`src/rtl/mac_accumulator.sv`:
```
// Signed product accumulator: sums the beats of a packet, then rescales, saturates
// and holds one result on a valid/ready output with full backpressure.
module mac_accumulator #(
    parameter int unsigned IN_WIDTH    = 16,
    parameter int unsigned ACC_WIDTH   = 32,
    parameter int unsigned OUT_WIDTH   = 16,
    parameter int unsigned OUT_SCALE   = 4,
    parameter int unsigned COUNT_WIDTH = 8
) (
    input  logic                          clk,
    input  logic                          rst,
    input  logic signed [IN_WIDTH-1:0]    in_data,
    input  logic                          in_valid,
    input  logic                          in_last,
    output logic                          in_ready,
    output logic signed [OUT_WIDTH-1:0]   out_data,
    output logic                          out_valid,
    input  logic                          out_ready,
    output logic                          out_overflow,
    output logic [COUNT_WIDTH-1:0]        out_count
);

    localparam logic signed [ACC_WIDTH-1:0] SAT_MAX =
        {{(ACC_WIDTH-OUT_WIDTH+1){1'b0}}, {(OUT_WIDTH-1){1'b1}}};
    localparam logic signed [ACC_WIDTH-1:0] SAT_MIN = ~SAT_MAX;

    typedef enum logic {
        ST_ACCUM = 1'b0,
        ST_HOLD  = 1'b1
    } state_e;

    state_e                         state_q, state_d;
    logic signed [ACC_WIDTH-1:0]    acc_q, acc_d;
    logic [COUNT_WIDTH-1:0]         count_q, count_d;
    logic signed [OUT_WIDTH-1:0]    out_data_q, out_data_d;
    logic                           out_valid_q, out_valid_d;
    logic                           out_overflow_q, out_overflow_d;
    logic [COUNT_WIDTH-1:0]         out_count_q, out_count_d;

    logic                           accept_c;
    logic signed [ACC_WIDTH-1:0]    sum_c;
    logic signed [ACC_WIDTH-1:0]    scaled_c;
    logic [COUNT_WIDTH-1:0]         count_inc_c;

    // In HOLD the input may only advance when the pending result drains this cycle.
    assign in_ready     = (state_q == ST_ACCUM) || out_ready;
    assign accept_c     = in_valid && in_ready;

    assign out_data     = out_data_q;
    assign out_valid    = out_valid_q;
    assign out_overflow = out_overflow_q;
    assign out_count    = out_count_q;

    // acc_q is always zero in HOLD, so the same adder serves a zero-bubble restart.
    assign sum_c        = acc_q + ACC_WIDTH'(in_data);
    assign scaled_c     = sum_c >>> OUT_SCALE;
    assign count_inc_c  = (&count_q) ? count_q : count_q + COUNT_WIDTH'(1);

    always_comb begin
        state_d        = state_q;
        acc_d          = acc_q;
        count_d        = count_q;
        out_data_d     = out_data_q;
        out_valid_d    = out_valid_q;
        out_overflow_d = out_overflow_q;
        out_count_d    = out_count_q;

        if ((state_q == ST_HOLD) && out_ready) begin
            state_d     = ST_ACCUM;
            out_valid_d = 1'b0;
        end

        if (accept_c) begin
            if (in_last) begin
                acc_d       = '0;
                count_d     = '0;
                out_count_d = count_inc_c;
                out_valid_d = 1'b1;
                state_d     = ST_HOLD;
                if (scaled_c > SAT_MAX) begin
                    out_data_d     = OUT_WIDTH'(SAT_MAX);
                    out_overflow_d = 1'b1;
                end else if (scaled_c < SAT_MIN) begin
                    out_data_d     = OUT_WIDTH'(SAT_MIN);
                    out_overflow_d = 1'b1;
                end else begin
                    out_data_d     = OUT_WIDTH'(scaled_c);
                    out_overflow_d = 1'b0;
                end
            end else begin
                acc_d   = sum_c;
                count_d = count_inc_c;
            end
        end
    end

    always_ff @(posedge clk) begin
        if (rst) begin
            state_q        <= ST_ACCUM;
            acc_q          <= '0;
            count_q        <= '0;
            out_data_q     <= '0;
            out_valid_q    <= 1'b0;
            out_overflow_q <= 1'b0;
            out_count_q    <= '0;
        end else begin
            state_q        <= state_d;
            acc_q          <= acc_d;
            count_q        <= count_d;
            out_data_q     <= out_data_d;
            out_valid_q    <= out_valid_d;
            out_overflow_q <= out_overflow_d;
            out_count_q    <= out_count_d;
        end
    end

endmodule

```
`config.mk`:
```
export PLATFORM = sky130hd
export DESIGN_NAME = mac_accumulator
export DESIGN_NICKNAME = d
export VERILOG_FILES = /design/src/rtl/mac_accumulator.sv
export SDC_FILE = /design/constraint.sdc
export NUM_CORES = 1
export LEC_CHECK = 0
export ABC_AREA = 1
export CORE_MARGIN = 2
export CORE_UTILIZATION = 59
export CTS_CLUSTER_SIZE = 16
export DETAILED_ROUTE_END_ITERATION = 8
export HOLD_SLACK_MARGIN = 0.15
export PLACE_DENSITY = 0.89
export SETUP_SLACK_MARGIN = 0.5
export SLEW_MARGIN = 40
export SYNTH_ARGS = -nofsm -noshare
export SYNTH_HDL_FRONTEND = slang
export SYNTH_SLANG_ARGS = --single-unit
```
`constraint.sdc`:
```
create_clock -name clk -period 2.7 [get_ports clk]
set_input_delay 0.405 -clock clk [delete_from_list [all_inputs] [get_ports clk]]
set_output_delay 0.405 -clock clk [all_outputs]
set_load 0.01 [all_outputs]
```
==> results of run 1 <==
==> layer usage <==
layer  global-route usage  GRT overflow
met4                0.874            72
met3                0.619             3
met2                 1.00           132
met1                0.773             2
met5                0.110             0
==> synth_stat cells (all sizes together) (8+ instances only) <==
library cell  count  area [um2]
nand2           311        1200
inv             137         514
nor2             81         314
a21oi            73         365
dfxtp            67        1340
nand3            43         220
ha               32         400
o21ai            25         125
xor2             18         158
clkbuf           17        63.8
nand4             9        56.3
nor3              8        55.1
==> logic make-up after synthesis <==
group | count (synthesis)
buf+inv | 157
compound gates | 117
simple gates | 463
mux | 1
xor+xnor | 22
fa+ha+maj | 33
flops | 67
==> what timing repair did <==
item | CTS
buffers inserted | 22
resized for setup | 137
cloned | 4
setup endpoints to repair | 32
pin swaps | 47
==> per-stage QoR <==
step	cells	area [um2]
after CTS	1117	7510
after global placement	1075	6630
after detailed placement	1075	6630
after floorplan	860	5480
==> flow_metrics.env, run 1 <==
export IMPL_ys_ff_latch=67
export IMPL_pin_count=48
export IMPL_ys_flop_type="dfxtp_1"
export IMPL_cts_max_level=3
export IMPL_syn_area_um2=5120
export IMPL_dpl_hpwl_mm=13.2
export IMPL_cts_hold_buf=0
export IMPL_synth_top_family_by_area="simple AND/OR/NAND/NOR gates"
export IMPL_error_line="[ERROR GRT-0232] Routing congestion too high. Check the congestion heatmap in the GUI."
export IMPL_synth_simple_gate_area_frac=0.374
export IMPL_avgSynthCellArea_um2=5.95
export IMPL_synth_compound_area_frac=0.123
export IMPL_gp_congestion=1.00
export IMPL_port_buffers=47
export IMPL_synth_xor_area_share=0.0377
export IMPL_grt_start_max_net_pins=43
export IMPL_failed_stage="global routing (5_1_grt)"
export IMPL_syn_inst=860
export IMPL_muxShareOfSynthArea=0.00220
export IMPL_grtUsageTotal=0.801
export IMPL_synth_fp_nets=914
export IMPL_synth_edf_count=0
export IMPL_synth_cell_types=34
export IMPL_die_x_um=97.1
export IMPL_yosysSeqAreaShare=0.262
export IMPL_yosys_area_share_adder=0.0822
export IMPL_rows=33
export IMPL_status="aborted with a tool error"
export IMPL_root_buffer="clkbuf_8"
export IMPL_crit_endpoint="out_data[10]$_SDFFE_PP0P_/D"
export IMPL_overflow=209
export IMPL_synthArstFlopShare=0
export IMPL_die_h_um=97.1
export IMPL_dp_slack_ns=-0.637
export IMPL_ys_warn_count=0
export IMPL_clkSinkCount=67
export IMPL_cts_max_path_buffers=2
export IMPL_worst_endpoint_kind="register data pin"
export IMPL_initial_core_util=0.617
export IMPL_cts_buffers=9
==> inputs of run 2 (changes only) <==
Settings changed: CORE_UTILIZATION 59 to 40, CTS_CLUSTER_SIZE 16 to not set, HOLD_SLACK_MARGIN 0.15 to not set, PLACE_DENSITY 0.89 to not set, PLACE_DENSITY_LB_ADDON set to 0.15, SETUP_SLACK_MARGIN 0.5 to not set.
==> flow_metrics.env, run 2 <==
export IMPL_hp_class="flip-flop to flip-flop"
export IMPL_fmax_mhz=379
export IMPL_clkSinkCount=67
export IMPL_die_h_um=117
export IMPL_yosys_area_top_type="dfxtp_1"
export IMPL_vias=5684
export IMPL_wire_per_inst_um=14.0
export IMPL_syn_area_um2=5120
export IMPL_grt_pass1_vias=5148
export IMPL_end_kind="flip-flop"
export IMPL_core_area_um2=12600
export IMPL_areaGrowthSynthToFinish_pct=49.0
export IMPL_maxCapViolations=0
export IMPL_root_buffer="clkbuf_16"
export IMPL_arrival_ns=2.88
export IMPL_relSlewSlack=0.550
export IMPL_grt_start_max_net_pins=43
export IMPL_fin_ws_ns=0.0617
export IMPL_ys_ff_latch=67
export IMPL_synth_edf_count=0
export IMPL_gp_congestion=0.885
export IMPL_layout_nets=1059
export IMPL_drc=0
export IMPL_finalSetupViolations=0
export IMPL_cts_max_path_buffers=2
export IMPL_initial_core_util=0.407
export IMPL_synth_commonest_cells="nand2_1, inv_1, nor2_1, a21oi_1, dfxtp_1"
export IMPL_yosysMostFrequentCell="nand2_1"
export IMPL_synthTopCellsByArea="dfxtp_1, nand2_1, inv_1"
export IMPL_rsz0062_at_grt="true"
export IMPL_pin_count=48
export IMPL_routed_wl_mm=16.5
export IMPL_fin_util=0.607
export IMPL_drtIter0Drc=328
export IMPL_largest_reg_flops=32
export IMPL_vdd_ir_drop_max_v=0.000397
export IMPL_critPathLaunchType="primary input"
export IMPL_required_ns=2.94
export IMPL_overflow=0
export IMPL_leakage_nw=3.76
export IMPL_finalCritPeriodShare=0.977
export IMPL_via_per_inst=4.81
export IMPL_diodes=0
export IMPL_die_x_um=117
export IMPL_port_buffers=47
export IMPL_synthArstFlopShare=0
export IMPL_postRouteAntennaNets=0
export IMPL_path_class="primary input to flip-flop"
export IMPL_ys_warn_count=0
export IMPL_dpl_hpwl_mm=12.0
export IMPL_placed_cells=1152
export IMPL_avgSynthCellArea_um2=5.95
export IMPL_cts_buffers=9
export IMPL_path_max_fanout=5
export IMPL_insertion_delay_ns=0.35
export IMPL_fin_cells=1182
export IMPL_finClkSkew_ns=0.00660
export IMPL_final_common_cell="nand2_1"
export IMPL_syn_inst=860
export IMPL_synth_cell_types=34
export IMPL_dp_slack_ns=-0.545
export IMPL_ys_flop_type="dfxtp_1"
export IMPL_synth_fp_nets=914
export IMPL_min_period_ns=2.64
export IMPL_regMostFlops="acc_q"
export IMPL_cts_tree="yes"
export IMPL_first_pass_iters=5
export IMPL_cts_max_level=3
export IMPL_pwr_density_cell_nw_per_um2=443
export IMPL_slew_viol_final=0
export IMPL_post_dp_cell_area_um2=6450
export IMPL_antenna_found_initial=0
export IMPL_status="finished clean"
export IMPL_final_cell_mix="nand2_1, inv_1, buf_4, dfxtp_1, a21oi_1"
export IMPL_drive_above_1_share=0.277
export IMPL_grt_first_pass_wirelength_mm=25.8
export IMPL_clkTransAtPathRegs_ns=0.06
export IMPL_rows=41
export IMPL_die_area_um2=13700
export IMPL_finalSetupTns_ns=0
export IMPL_cts_hold_buf=0
export IMPL_final_hold_viol_count=0
export IMPL_grtUsageTotal=0.246
export IMPL_postLayoutCellArea_um2=7630
export IMPL_tightest_slew_ns=0.674
export IMPL_post_synth_top_area_fraction=0.262
export IMPL_yosysSeqAreaShare=0.262
run 2: cell counts after synthesis:
No cell type changed its count.
run 2: final timing paths:
check,cells after the start,startpoint,endpoint,slack (ns)
max,20,in_data[3],out_overflow,0.06
max reg2reg,19,acc_q[6],out_overflow,0.17
min reg2reg,2,acc_q[0],acc_q[0],0.47
min,2,acc_q[0],acc_q[0],0.47
run 2: routing by layer:
metal / part of all wire / GRT usage
met1: 0.47 / 0.329
met2: 0.46 / 0.402
met3: 0.034 / 0.0376
met4: 0.029 / 0.0941
met5: 0 / 0
run 2: layout make-up:
| cell class | count | area [um2] |
|---|---|---|
| flip-flops and latches | 67 | 1340 |
| fillers | 1196 | 4940 |
| multi-input cells | 637 | 3910 |
| clock buffers | 11 | 253 |
| clock inverters | 5 | 35.0 |
| well taps | 172 | 215 |
| inverters | 137 | 514 |
| repair buffers | 153 | 1350 |
run 2: cell families after synthesis:
group | Yosys count | synth area share
xor+xnor | 22 | 0.0377
simple gates | 463 | 0.374
mux | 1 | 0.00220
compound gates | 117 | 0.123
fa+ha+maj | 33 | 0.0822
buf+inv | 157 | 0.118
flops | 67 | 0.262
run 2: metrics by stage:
stage	hold WS, ns	power (W)
4_1_cts	0.472	0.00326
3_3_place_gp	0.460	0.00203
5_1_grt	0.481	0.00356
6_report	0.473	0.00338
3_5_place_dp	0.461	0.00203
2_1_floorplan	0.449	0.00161
run 2: power by group:
part           total (W)  switching, W  internal (W)  leakage (nW)
Sequential       0.00109     0.0000468       0.00105         0.549
Combinational    0.00112      0.000609      0.000515          3.07
Clock            0.00116      0.000484      0.000673         0.142
Total            0.00338       0.00114       0.00224          3.76
run 2: timing repair:
item                                    in CTS  in global routing
setup buffers                                2                 10
resized for setup                           54                106
endpoints found under the setup margin      16                 16
pin swaps                                    8                 32
gates cloned                                 0                  2
run 2: critical path, stage by stage:
cell and delay (ns):
clkdlybuf4s50_1 0.44, ha_4 0.31, nand2_1 0.07, nor2_2 0.11
nand3_1 0.10, nand2_2 0.09, nand2_1 0.07, nand2_2 0.10
nand2_1 0.08, nand2_2 0.08, nand4_1 0.20, nand2_1 0.13
nand2_1 0.06, nand2_2 0.10, inv_1 0.08, nand2_4 0.09
buf_4 0.11, nand3_1 0.12, nand2_1 0.09, inv_1 0.04
(Power assumes the default switching activity.)
==> inputs of run 3 (changes only) <==
--- a/config.mk
+++ b/config.mk
@@ -10,5 +10,4 @@
 export CORE_UTILIZATION = 40
 export DETAILED_ROUTE_END_ITERATION = 8
-export PLACE_DENSITY_LB_ADDON = 0.15
 export SLEW_MARGIN = 40
 export SYNTH_ARGS = -nofsm -noshare
==> constraint.sdc (replaced) <==
create_clock -name clk -period 2.7 [get_ports clk]
set_input_delay 0.405 -clock clk [delete_from_list [all_inputs] [get_ports clk]]
set_output_delay 0.405 -clock clk [all_outputs]
set_load 0.05 [all_outputs]
==> flow_metrics.env, run 3 (synthesized netlist as in run 2, its figures left out) <==
export IMPL_arrival_ns=2.80
export IMPL_tightest_slew_ns=0.694
export IMPL_final_hold_viol_count=0
export IMPL_crit_chain="clkdlybuf4s50_1 > ha_4 > nand2_4 > nor2_4 > buf_4 > nand2_1 > nand2_1 > nand2_1 > nand4_1 > nand2_1 > nor2_1 > nand2_1 > nor2_2 > nand2_2 > clkbuf_16 > a21oi_2 > nor2_1 > nor2_1"
export IMPL_fmax_mhz=397
export IMPL_port_buffers=47
export IMPL_required_ns=2.98
export IMPL_drive_above_1_share=0.281
export IMPL_antenna_found_initial=0
export IMPL_slew_viol_final=0
export IMPL_regMostFlops="acc_q"
export IMPL_routed_wl_mm=17.3
export IMPL_p_sw_w=0.00128
export IMPL_rows=41
export IMPL_insertion_delay_ns=0.35
export IMPL_die_area_um2=13700
export IMPL_grt_start_max_net_pins=43
export IMPL_largest_reg_flops=32
export IMPL_cpPeakStageDelay_ns=0.44
export IMPL_overflow=0
export IMPL_postRouteAntennaNets=0
export IMPL_wire_per_inst_um=14.5
export IMPL_whs_ns=0.468
export IMPL_final_cell_mix="nand2_1, inv_1, buf_4, dfxtp_1, a21oi_1"
export IMPL_fill_cells=1149
export IMPL_p_int_w=0.00240
export IMPL_fin_ws_ns=0.181
export IMPL_layout_nets=1068
export IMPL_diodes=0
export IMPL_reg2reg_setup_slack_ns=0.19
export IMPL_clkTransAtPathRegs_ns=0.06
export IMPL_end_kind="flip-flop"
export IMPL_maxCapViolations=0
export IMPL_min_period_ns=2.52
export IMPL_gp_congestion=0.971
export IMPL_slowest_stage="clkdlybuf4s50_1"
export IMPL_via_per_inst=4.89
export IMPL_cts_tree="yes"
export IMPL_grt_pass1_vias=5399
export IMPL_path_common_cell="nand2_1"
export IMPL_initial_core_util=0.407
export IMPL_cts_max_level=3
export IMPL_clkSinkCount=67
export IMPL_switching_share=0.347
export IMPL_root_buffer="clkbuf_16"
export IMPL_finalCritPeriodShare=0.933
export IMPL_leakage_nw=3.87
export IMPL_vias=5819
export IMPL_drc=0
export IMPL_hp_class="flip-flop to flip-flop"
export IMPL_dp_slack_ns=-0.594
export IMPL_cts_max_path_buffers=2
export IMPL_drtIter0Drc=298
export IMPL_finClkSkew_ns=0.00747
export IMPL_dpl_hpwl_mm=12.3
export IMPL_vdd_ir_drop_max_v=0.000375
export IMPL_relSlewSlack=0.537
export IMPL_grt_first_pass_wirelength_mm=26.2
export IMPL_first_pass_iters=5
export IMPL_final_common_cell="nand2_1"
export IMPL_status="finished clean"
export IMPL_core_area_um2=12600
export IMPL_path_max_fanout=7
export IMPL_finalSetupViolations=0
export IMPL_post_dp_cell_area_um2=6480
export IMPL_areaGrowthSynthToFinish_pct=51.0
export IMPL_clock_power_share=0.367
export IMPL_grtUsageTotal=0.251
export IMPL_pwr_density_cell_nw_per_um2=476
export IMPL_postLayoutCellArea_um2=7730
export IMPL_die_x_um=117
export IMPL_die_h_um=117
export IMPL_critPathLaunchType="primary input"
export IMPL_seqPwrFrac=0.296
export IMPL_pin_count=48
export IMPL_cts_buffers=9
export IMPL_combinationalPowerShare=0.337
export IMPL_path_class="primary input to flip-flop"
-- run 3: cell types whose count changed in the layout (fill, tap and decap cells not counted), moves of 4 or more --
cell and delta:
nand2_1 +4, dlymetal6s2s_1 +8, nand3_2 -4, clkdlybuf4s50_1 -7, nand2_2 -5, buf_4 +11
-- run 3: path summary, 6_finish.rpt --
check / to / start / cells after the start
worst max-delay path: out_data[14] / in_data[12] / 18
worst max register to register: out_data[14] / acc_q[0] / 19
worst min register to register: out_data[15] / out_data[15] / 2
worst min-delay path: out_data[15] / out_data[15] / 2
-- run 3: final cells by class --
| class | count | area, um2 | area share |
|---|---|---|---|
| flip-flops and latches | 67 | 1340 | 0.174 |
| clock buffers | 9 | 225 | 0.0291 |
| multi-input cells | 637 | 3920 | 0.507 |
| repair buffers | 162 | 1410 | 0.182 |
| inverters | 137 | 514 | 0.0665 |
| clock inverters | 7 | 105 | 0.0136 |
| well taps | 172 | 215 | 0.0278 |
-- run 3: what timing repair did --
action | in CTS | in global routing
gates cloned | 2 | 1
endpoints found under the setup margin | 16 | 18
pin swaps | 3 | 43
hold buffers | 0 | 0
gates resized for setup | 47 | 124
setup buffers | 2 | 10
-- run 3: critical path: cells and delay by family --
kind | cells | cell delay [ns]
compound gates | 1 | 0.13
fa+ha+maj | 1 | 0.33
buf+inv | 3 | 0.75
simple gates | 13 | 1.18
-- run 3: metrics by stage --
stage	total power, W	TNS (ns)	cells	utilization
detailed placement	0.00212	-10.55	1160	0.516
floorplan	0.00170	0	860	-
global placement	0.00213	-10.10	1160	0.516
finish	0.00368	0	1191	0.615
global route	0.00385	-0.0187	1191	0.615
CTS	0.00354	0	1180	0.566
-- run 3: power groups by stage --
stage | Combinational, W | Sequential, W | Clock [W]
final | 0.00124 | 0.00109 | 0.00135
after global routing | 0.00134 | 0.00110 | 0.00140
after global placement | 0.00102 | 0.00110 | 0
after floorplan | 0.000504 | 0.00119 | 0
after CTS | 0.00110 | 0.00108 | 0.00136
after detailed placement | 0.00102 | 0.00110 | 0
-- run 3: routing by layer --
metal,GRT usage,vias up,share of wire
met5,0,-,0
met4,0.116,0,0.032
met3,0.0505,41,0.043
met2,0.413,152,0.47
met1,0.316,2630,0.46
li1,-,2996,-
==> inputs of run 4 (changes only) <==
Settings changed: CELL_PAD_IN_SITES_DETAIL_PLACEMENT set to 0, CELL_PAD_IN_SITES_GLOBAL_PLACEMENT set to 1, CORE_MARGIN 2 to not set, GPL_ROUTABILITY_DRIVEN set to 0, PLACE_DENSITY_LB_ADDON set to 0.1.
==> flow_metrics.env, run 4 (synthesized netlist as in run 2, its figures left out) <==
export IMPL_insertion_delay_ns=0.34
export IMPL_regMostFlops="acc_q"
export IMPL_cts_max_level=3
export IMPL_leakage_nw=3.86
export IMPL_clkSinkCount=67
export IMPL_seqPwrFrac=0.296
export IMPL_via_per_inst=4.97
export IMPL_port_buffers=47
export IMPL_placed_cells=1144
export IMPL_root_buffer="clkbuf_16"
export IMPL_drive_above_1_share=0.292
export IMPL_finalCritPeriodShare=0.979
export IMPL_drtIter0Drc=335
export IMPL_postLayoutCellArea_um2=7690
export IMPL_slowest_stage="clkdlybuf4s50_1"
export IMPL_die_area_um2=13300
export IMPL_grt_pass1_vias=5318
export IMPL_p_int_w=0.00241
export IMPL_grt_first_pass_wirelength_mm=26.0
export IMPL_tightest_slew_ns=0.727
export IMPL_final_hold_viol_count=0
export IMPL_die_h_um=115
export IMPL_crit_chain="clkdlybuf4s50_1 > ha_4 > nand2_4 > nor2_2 > inv_1 > nor2_2 > nand2_1 > nand4_1 > nand2_2 > nor2_1 > nand2_1 > nor2_4 > nand2_4 > nand2_1 > nand3_1 > nand2_1 > inv_1"
export IMPL_wire_per_inst_um=14.6
export IMPL_fmax_mhz=378
export IMPL_finalSetupViolations=0
export IMPL_end_kind="flip-flop"
export IMPL_diodes=0
export IMPL_overflow=0
export IMPL_required_ns=2.94
export IMPL_status="finished clean"
export IMPL_core_area_um2=12300
export IMPL_initial_core_util=0.417
export IMPL_fin_cells=1176
export IMPL_relSlewSlack=0.515
export IMPL_final_cell_mix="nand2_1, inv_1, buf_4, dfxtp_1, a21oi_1"
export IMPL_rows=40
export IMPL_critPathLaunchType="primary input"
export IMPL_routed_wl_mm=17.2
export IMPL_clkTransAtPathRegs_ns=0.06
export IMPL_die_x_um=115
export IMPL_grt_start_max_net_pins=43
export IMPL_finalSetupTns_ns=0
export IMPL_cts_tree="yes"
export IMPL_first_pass_iters=5
export IMPL_clock_power_share=0.362
export IMPL_crit_buf_inv=3
export IMPL_pin_count=48
export IMPL_pwr_density_cell_nw_per_um2=478
export IMPL_drc=0
export IMPL_vdd_ir_drop_max_v=0.000327
export IMPL_largest_reg_flops=32
export IMPL_p_sw_w=0.00126
export IMPL_path_common_cell="nand2_1"
export IMPL_hp_class="flip-flop to flip-flop"
export IMPL_cts_buffers=9
export IMPL_vias=5847
export IMPL_grtUsageTotal=0.259
export IMPL_switching_share=0.343
export IMPL_path_max_fanout=8
export IMPL_whs_ns=0.470
export IMPL_areaGrowthSynthToFinish_pct=50.3
export IMPL_path_class="primary input to flip-flop"
export IMPL_final_common_cell="nand2_1"
export IMPL_finClkSkew_ns=0.00539
export IMPL_cpPeakStageDelay_ns=0.45
export IMPL_layout_nets=1057
export IMPL_cts_max_path_buffers=2
export IMPL_slew_viol_final=0
export IMPL_postRouteAntennaNets=0
export IMPL_arrival_ns=2.88
export IMPL_crit_family="simple AND/OR/NAND/NOR gates"
export IMPL_post_dp_cell_area_um2=6390
export IMPL_combinationalPowerShare=0.341
export IMPL_dpl_hpwl_mm=12.4
export IMPL_antenna_found_initial=0
export IMPL_min_period_ns=2.64
export IMPL_maxCapViolations=0
run 4: changes by cell type in the layout (fill, tap and decap cells not counted), moves of 5 or more:
| cell | change |
|---|---|
| nand3_1 | -8 |
| nand3_2 | +7 |
| nand2_1 | -13 |
| a21oi_2 | -7 |
| ha_4 | -6 |
| nand2_2 | +7 |
| nand2_4 | +5 |
| buf_4 | -13 |
| a21oi_1 | +6 |
run 4: what timing repair did:
action | CTS | global route
hold buffers | 0 | 0
gates resized for setup | 53 | 141
buffers inserted | 2 | 12
setup endpoints to repair | 16 | 18
pin swaps | 7 | 49
cloned | 1 | 1
run 4: routing by layer:
layer  part of all wire  vias up  global-route usage
li1                   -     2983                   -
met1               0.44     2686               0.317
met2               0.48      146               0.443
met3              0.044       32              0.0422
met4              0.036        0               0.119
met5                  0        -                   0
run 4: power groups by stage:
stage | clock, W | combinational, W | sequential (W)
4_1_cts | 0.00136 | 0.00109 | 0.00108
3_3_place_gp | 0 | 0.00102 | 0.00110
3_5_place_dp | 0 | 0.00103 | 0.00110
5_1_grt | 0.00141 | 0.00136 | 0.00109
2_1_floorplan | 0 | 0.000504 | 0.00119
6_report | 0.00133 | 0.00125 | 0.00109
run 4: stage by stage:
step,setup slack [ns],power (W),util
6_report,0.0569,0.00368,0.627
5_1_grt,-0.0583,0.00387,0.627
4_1_cts,0.00446,0.00354,0.573
3_5_place_dp,-0.696,0.00213,0.522
3_3_place_gp,-0.637,0.00212,0.521
2_1_floorplan,0.296,0.00170,-
run 4: path summary, 6_finish.rpt:
| kind | from | to | slack (ns) | cells after the start |
|---|---|---|---|---|
| max | in_data[14] | out_overflow | 0.06 | 17 |
| min | out_data[15] | out_data[15] | 0.47 | 2 |
| max reg2reg | acc_q[24] | out_overflow | 0.14 | 17 |
| min reg2reg | out_data[15] | out_data[15] | 0.47 | 2 |
run 4: cell type report:
cell class / count / area [um2]
repair buffers: 150 / 1300
clock inverters: 6 / 95.1
multi-input cells: 638 / 3990
fillers: 1144 / 4570
well taps: 168 / 210
inverters: 137 / 514
clock buffers: 10 / 239
flip-flops and latches: 67 / 1340
run 4: tightest hold or removal path: stages, from the launching register on:
cell     delay (ns)
dfxtp_1        0.31
nand2_1        0.06
a21oi_1        0.06
==> edit (config.mk and constraints of run 4) <==
Change the parameter `ACC_WIDTH` from 32 to 48.
--- a/src/rtl/mac_accumulator.sv
+++ b/src/rtl/mac_accumulator.sv
@@ -3,5 +3,5 @@
 module mac_accumulator #(
     parameter int unsigned IN_WIDTH    = 16,
-    parameter int unsigned ACC_WIDTH   = 32,
+    parameter int unsigned ACC_WIDTH   = 48,
     parameter int unsigned OUT_WIDTH   = 16,
     parameter int unsigned OUT_SCALE   = 4,
Check against the original RTL: no difference found for any inputs over 4 cycles, from zero or initial values and one cycle with rst high; that may be too few to reach the edited logic, so the function may still have changed.
==> edit against run 4 <==
- the run now ends with negative setup slack left
- final area is 63% higher
- wire length is 69% higher
- synthesized cell count grew 61%
- global-route usage up 3.4 points
- area after synthesis rose by 51%
- setup slack lost 0.19 ns
- sequential cell count is 16 higher
- power increased by 29%
- via count increased by 59%
- largest cell class unchanged
- largest power group is now combinational logic
==> edit: results (changes against run 4) <==
- Status: finished, violations left (was finished clean)
- Failing checks: negative setup slack
- Count of routing violations after the opening detailed-route iteration: 412 (was 335)
- The reported leakage power was 6.36 nW (was 3.86 nW).
* Share of total power in combinational logic: 44.5% (was 34.1%)
* Clock network area share: 2.34% (was 4.34%)
- Number of flip-flops under the largest register name: 48 (was 32)
- The routing usage on met3 was 3.84% (was 4.22%).
* Adder-cell share of the synthesized area: 8.03% (was 8.22%)
* # nets final: 1725 (was 1057)
* Mapped Nets: 1456 (was 914)
* Wire length of the first global-routing pass: 44600 microns (was 26000 microns)
* Sum of routed wire length over all layers: 29100 microns (was 17200 microns)
- The final setup violation count was 16 (was 0).
* Vias in the first global route: 8858 (was 5318)
* Largest net degree at the start of global routing: 59 (was 43)
- The global routing met1 resource utilization came to 36.0% (was 31.7%).
- The number of logic inverters in the finished layout came to 249 (was 137).
- The capturing instance or port of the critical path is out_data[13]$_SDFFE_PP0P_ (was out_overflow$_SDFFE_PP0P_).
- Length of routed met2 wiring: 14000 microns (was 8330 microns)
- Global-route usage over all layers: 29.3% (was 25.9%)
- Seq_cells: 83 (was 67)
- The number of different library cells in the post-synthesis netlist came to 38 (was 34).
- Signal buf overhead: 19.5% (was 16.9%)
* Fraction of final layout cells with drive strength greater than 1: 38.7% (was 29.2%)
- Total half-perimeter wirelength after legalization and detailed placement: 21200 microns (was 12400 microns)
- Start point of the critical path: in_data[15] (was in_data[14])
* Setup WS post-layout: -0.134 ns (was 0.0569 ns)
* Insertion delay to the later sink of the worst-skew pair: 0.36 ns (was 0.34 ns)
* M1 wire length: 13000 microns (was 7520 microns)
* Maximum clock skew at final layout: 0.0106 ns (was 0.00539 ns)
- The worst endpoint data arrival time came to 3.13 ns (was 2.88 ns).
- The filler cell count was 1758 (was 1144).
- The width of the die is 141 microns (was 115 microns).
==> edit: cell types whose count changed after synthesis, sizes merged, moves of 4 or more <==
| cell | run 4 | this run |
|---|---|---|
| nand4 | 9 | 16 |
| inv | 137 | 248 |
| clkbuf | 17 | 21 |
| o21ai | 25 | 29 |
| a21oi | 73 | 100 |
| nand3 | 43 | 83 |
| nor2 | 81 | 139 |
| nand2 | 311 | 552 |
| nor3 | 8 | 3 |
| o21bai | 5 | 9 |
| ha | 32 | 48 |
| dfxtp | 67 | 83 |
==> edit: metrics by stage <==
stage          hold slack (ns)  power, mW  instances  utilization [%]  setup slack (ns)
3_3_place_gp             0.451       2.92       1850             52.3             -1.02
6_report                 0.467       4.74       1920             66.5            -0.134
4_1_cts                  0.469       4.54       1894             61.6           -0.0607
3_5_place_dp             0.457       2.93       1850             52.3             -1.07
5_1_grt                  0.500       4.99       1920             66.5            -0.249
2_1_floorplan            0.449       2.25       1386                -            0.0912
